--- src/rtl/encoder_4x2_seq.sv ---
// rtl/encoder_4x2_seq.sv - sequential priority encoder: pending request mask issued as binary codes over valid/ready
module encoder_4x2_seq #(
    parameter int N  = 4,
    parameter int W  = 2,
    parameter int RR = 0
) (
    input  logic         clk,
    input  logic         rst_n,
    input  logic [N-1:0] req,
    input  logic         ready_i,
    output logic         valid_o,
    output logic [W-1:0] code_o,
    output logic [N-1:0] pending_o,
    output logic         drop_o
);

    localparam logic [W-1:0] PTR_RESET = W'(N - 1);

    logic [N-1:0] pending;
    logic [W-1:0] ptr;
    logic [W-1:0] winner;
    logic [W-1:0] idx;
    logic         load;
    logic [N-1:0] load_mask;

    // Winner is chosen from the registered mask only; this cycle's req never competes.
    always_comb begin
        winner = '0;
        idx    = '0;
        if (RR == 0) begin
            for (int i = 0; i < N; i++) begin
                if (pending[i]) winner = W'(i);
            end
        end else begin
            // Walk from the farthest candidate back to ptr+1 so the nearest one wins;
            // k=N wraps to ptr itself, which therefore has the lowest priority.
            for (int k = N; k >= 1; k--) begin
                idx = ptr + W'(k);
                if (pending[idx]) winner = idx;
            end
        end
    end

    assign load      = (!valid_o || ready_i) && (|pending);
    assign load_mask = load ? (N'(1) << winner) : '0;
    assign pending_o = pending;

    always_ff @(posedge clk) begin
        if (!rst_n) begin
            pending <= '0;
            valid_o <= 1'b0;
            code_o  <= '0;
            drop_o  <= 1'b0;
            ptr     <= PTR_RESET;
        end else begin
            pending <= (pending & ~load_mask) | req;
            drop_o  <= |(req & pending & ~load_mask);
            if (load) begin
                code_o  <= winner;
                valid_o <= 1'b1;
                ptr     <= winner;
            end else if (valid_o && ready_i) begin
                valid_o <= 1'b0;
            end
        end
    end

endmodule

--- config.mk ---
export PLATFORM = sky130hd
export DESIGN_NAME = encoder_4x2_seq
export DESIGN_NICKNAME = d
export VERILOG_FILES = /design/src/rtl/encoder_4x2_seq.sv
export SDC_FILE = /design/constraint.sdc
export NUM_CORES = 1
export LEC_CHECK = 0
export ABC_AREA = 1
export BUFFER_PORTS_ARGS = -buffer_cell sky130_fd_sc_hd__buf_2
export CAP_MARGIN = 20
export CORE_AREA = 2 2 39 41
export DETAILED_ROUTE_END_ITERATION = 16
export DIE_AREA = 0 0 41 43
export SLEW_MARGIN = 20
export SYNTH_ARGS = -nofsm -noshare
export SYNTH_HDL_FRONTEND = slang
export SYNTH_SLANG_ARGS = --single-unit
--- constraint.sdc ---
create_clock -name clk -period 1.1 [get_ports clk]
set_clock_uncertainty 0.05 [all_clocks]
set_input_delay 0.055 -clock clk [delete_from_list [all_inputs] [get_ports clk]]
set_output_delay 0.055 -clock clk [all_outputs]
set_load 0.1 [all_outputs]
==> run summary <==
Critical Path Stages: 2
Share of cells above drive strength 1: 0.434
N_diodes: 0
Antenna-violating nets left: 0
Sequential cell area fraction in the yosys report: 0.412
Critical path startpoint category: flop
Largest net degree at the start of global routing: 8
Hold WC Path Type: in2reg
Clock Path Buffers: 2
Max incr delay on CP: 400 ps
Synthesis-stage register bit count: 8
Max Clk Rate: 929 MHz
Yosys top cell by area: dfxtp_1
Synth Flop Type: dfxtp_1
Crit Path Class: reg2out
Reg clk slew, reported paths: 60 ps
Status: complete, no violations
Htree depth: 1
Hold Fails Final Rpt: 0
Peak supply drop: 585 uV
Global-route wire length before repair: 1.62 mm
Clock root cell: clkbuf_4
Worst path cell trace: buf_4 -> buf_12
Leakage dissipation: 0.000364 uW
Worst-margin pin slew: 165 ps
CP Buf/Inv Count: 2
# setup viols final: 0
MaxCap Viol Count: 0
Post-Syn Area: 389 um^2
Yosys top cell area share: 0.412
PwrDens: 1390 mW/mm^2
Post-DR vias/cell: 4.26
R2r setup slk: 60 ps
Die height: 43 um
Detailed-route DRC error count: 0
Cell Area, Placed: 636 um^2
HPWL after detailed placement: 682 um
Ys Warns: 0
Buffers on Ports: 14
Core ar.: 0.00138 mm^2
Top cells by count, synth: 13 x nand2_1, 9 x inv_1, 8 x dfxtp_1, 7 x nor2_1, 5 x a21oi_1
Worst Setup End Kind: output pin
X dimension of the die: 41 um
Nets: 91
Post-layout util: 0.533
Final Wtd Congestion: 0.806
DR iter-0 viols: 6
Tmin final: 1080 ps
Launching point of the worst reg2reg path: pending_o[2]
Top cell family by delay on the critical path: flip-flops
# rows: 14
Syn-to-layout area delta: 89.7%
Area contributors post-synth: dfxtp_1 41%, nand2_1 13%, inv_1 8.7%, nor2_1 6.8%, a21oi_1 6.4%
Final period util: 0.978
Req. time, crit path: 1000 ps
Vias in the first global route: 374
Initial core utilization: 0.281
Skew-Pair Late Insertion Delay: 270 ps
Worst Hold Margin: 86.9 ps
Routed len/inst: 9.71 um
Mapped Nets: 65
Unrepaired setup endpoints after global routing: true
Crit-path max FO: 7
Ports: 15
Initial antenna violation count: 0
DR pass1 iterations: 4
R2R cell count: 9
Worst Setup SP: pending_o[2]
Final Cell Area: 738 um^2
Fin. max-slew vios: 0
Post-synth cell types: 16
Worst Setup EP: pending_o[2]
CTS tree: built
Total die area: 0.00176 mm^2
Vias: 422
Post-Synthesis Cells: 58
Total CTS buffers: 3
Number of flops mapped to enable cells by yosys: 0
Synth async-reset ratio: 0
Total Wirelength: 961 um
CTS sink cnt: 8
Slew headroom: 0.889
Grt ovf: 0
Count leader, synth: nand2_1
Crit-path slowest cell: dfxtp_4
Worst r2r dst: drop_o
Crit path DAT: 970 ps
Total track usage: 0.153
Syn Area/Cell: 6.71 um^2
state kept, by name, indices dropped and copies added, names as in the netlist:
register   cells
code_o         2
drop_o         1
pending_o      4
valid_o        1
metal layers:
metal	global-route usage	vias to the layer above	routed length, um
li1	-	229	-
met1	0.165	177	406
met2	0.191	12	433
met3	0.0995	4	78
met4	0.140	0	42
met5	0	-	0
cells by family (layout without fill, tap and decap cells):
logic type      after synthesis  after routing  share of synthesized area
compound gates                9              9                      0.122
flops                         8              8                      0.412
buf+inv                      12             37                      0.116
simple gates                 29             29                      0.351
power by group:
part | internal [uW] | switching (uW)
Sequential | 316 | 46.1
Clock | 140 | 116
Combinational | 157 | 253
worst min-delay path by stage:
stage | to | cells after the start | start
after floorplan | drop_o | 2 | rst_n
after global placement | pending_o[2] | 3 | req[2]
after detailed placement | pending_o[0] | 3 | req[0]
after CTS | valid_o | 4 | ready_i
after global routing | valid_o | 4 | ready_i
final | valid_o | 4 | ready_i
layout make-up:
cell class	instances	area, um^2
Fill cell	133	646
Sequential cell	8	181
Tap cell	16	20.0
Timing Repair Buffer	21	255
Multi-Input combinational cell	38	210
Inverter	12	45.0
Clock buffer	4	26.3
cell usage in the layout (no fill, tap or decap):
cell type / Yosys / routed
o21ai_1: 0 / 1
nand2_4: 1 / 1
dfxtp_4: 0 / 5
o21ai_0: 3 / 2
dlygate4sd3_1: 0 / 5
nand4_1: 1 / 1
nand2_2: 1 / 1
dfxtp_1: 8 / 1
a21oi_1: 5 / 5
buf_12: 0 / 8
inv_2: 2 / 2
nand3_2: 1 / 1
nor3_4: 0 / 1
buf_2: 0 / 6
nand2_1: 13 / 13
nor2_2: 2 / 2
inv_1: 9 / 9
nor2_1: 7 / 5
dfxtp_2: 0 / 2
clkinv_1: 1 / 1
nand3_1: 2 / 2
clkbuf_4: 0 / 3
nor2_4: 0 / 2
clkbuf_1: 0 / 1
o21a_1: 1 / 1
buf_4: 0 / 2
stage by stage:
stage                     instances  power (uW)  TNS, ps  worst slack (ps)
final                            99        1030        0              23.7
after global routing             99        1080    -82.8             -47.4
after CTS                        97        1030        0              29.1
after detailed placement         88         752        0              49.3
after global placement           88         749        0              61.3
after floorplan                  58         607    -91.1             -79.3
what timing repair did:
action                                  in CTS  in global routing
setup buffers                                0                  2
hold buffers                                 5                  0
endpoints found under the hold margin        5                  0
endpoints found under the setup margin       0                  2
gates resized for setup                      0                  2
worst min-delay path, cell delays in order:
cell and delay [ps]:
buf_2 90, nor2_2 40, o21ai_0 140, inv_1 40
(Power assumes the default switching activity.)
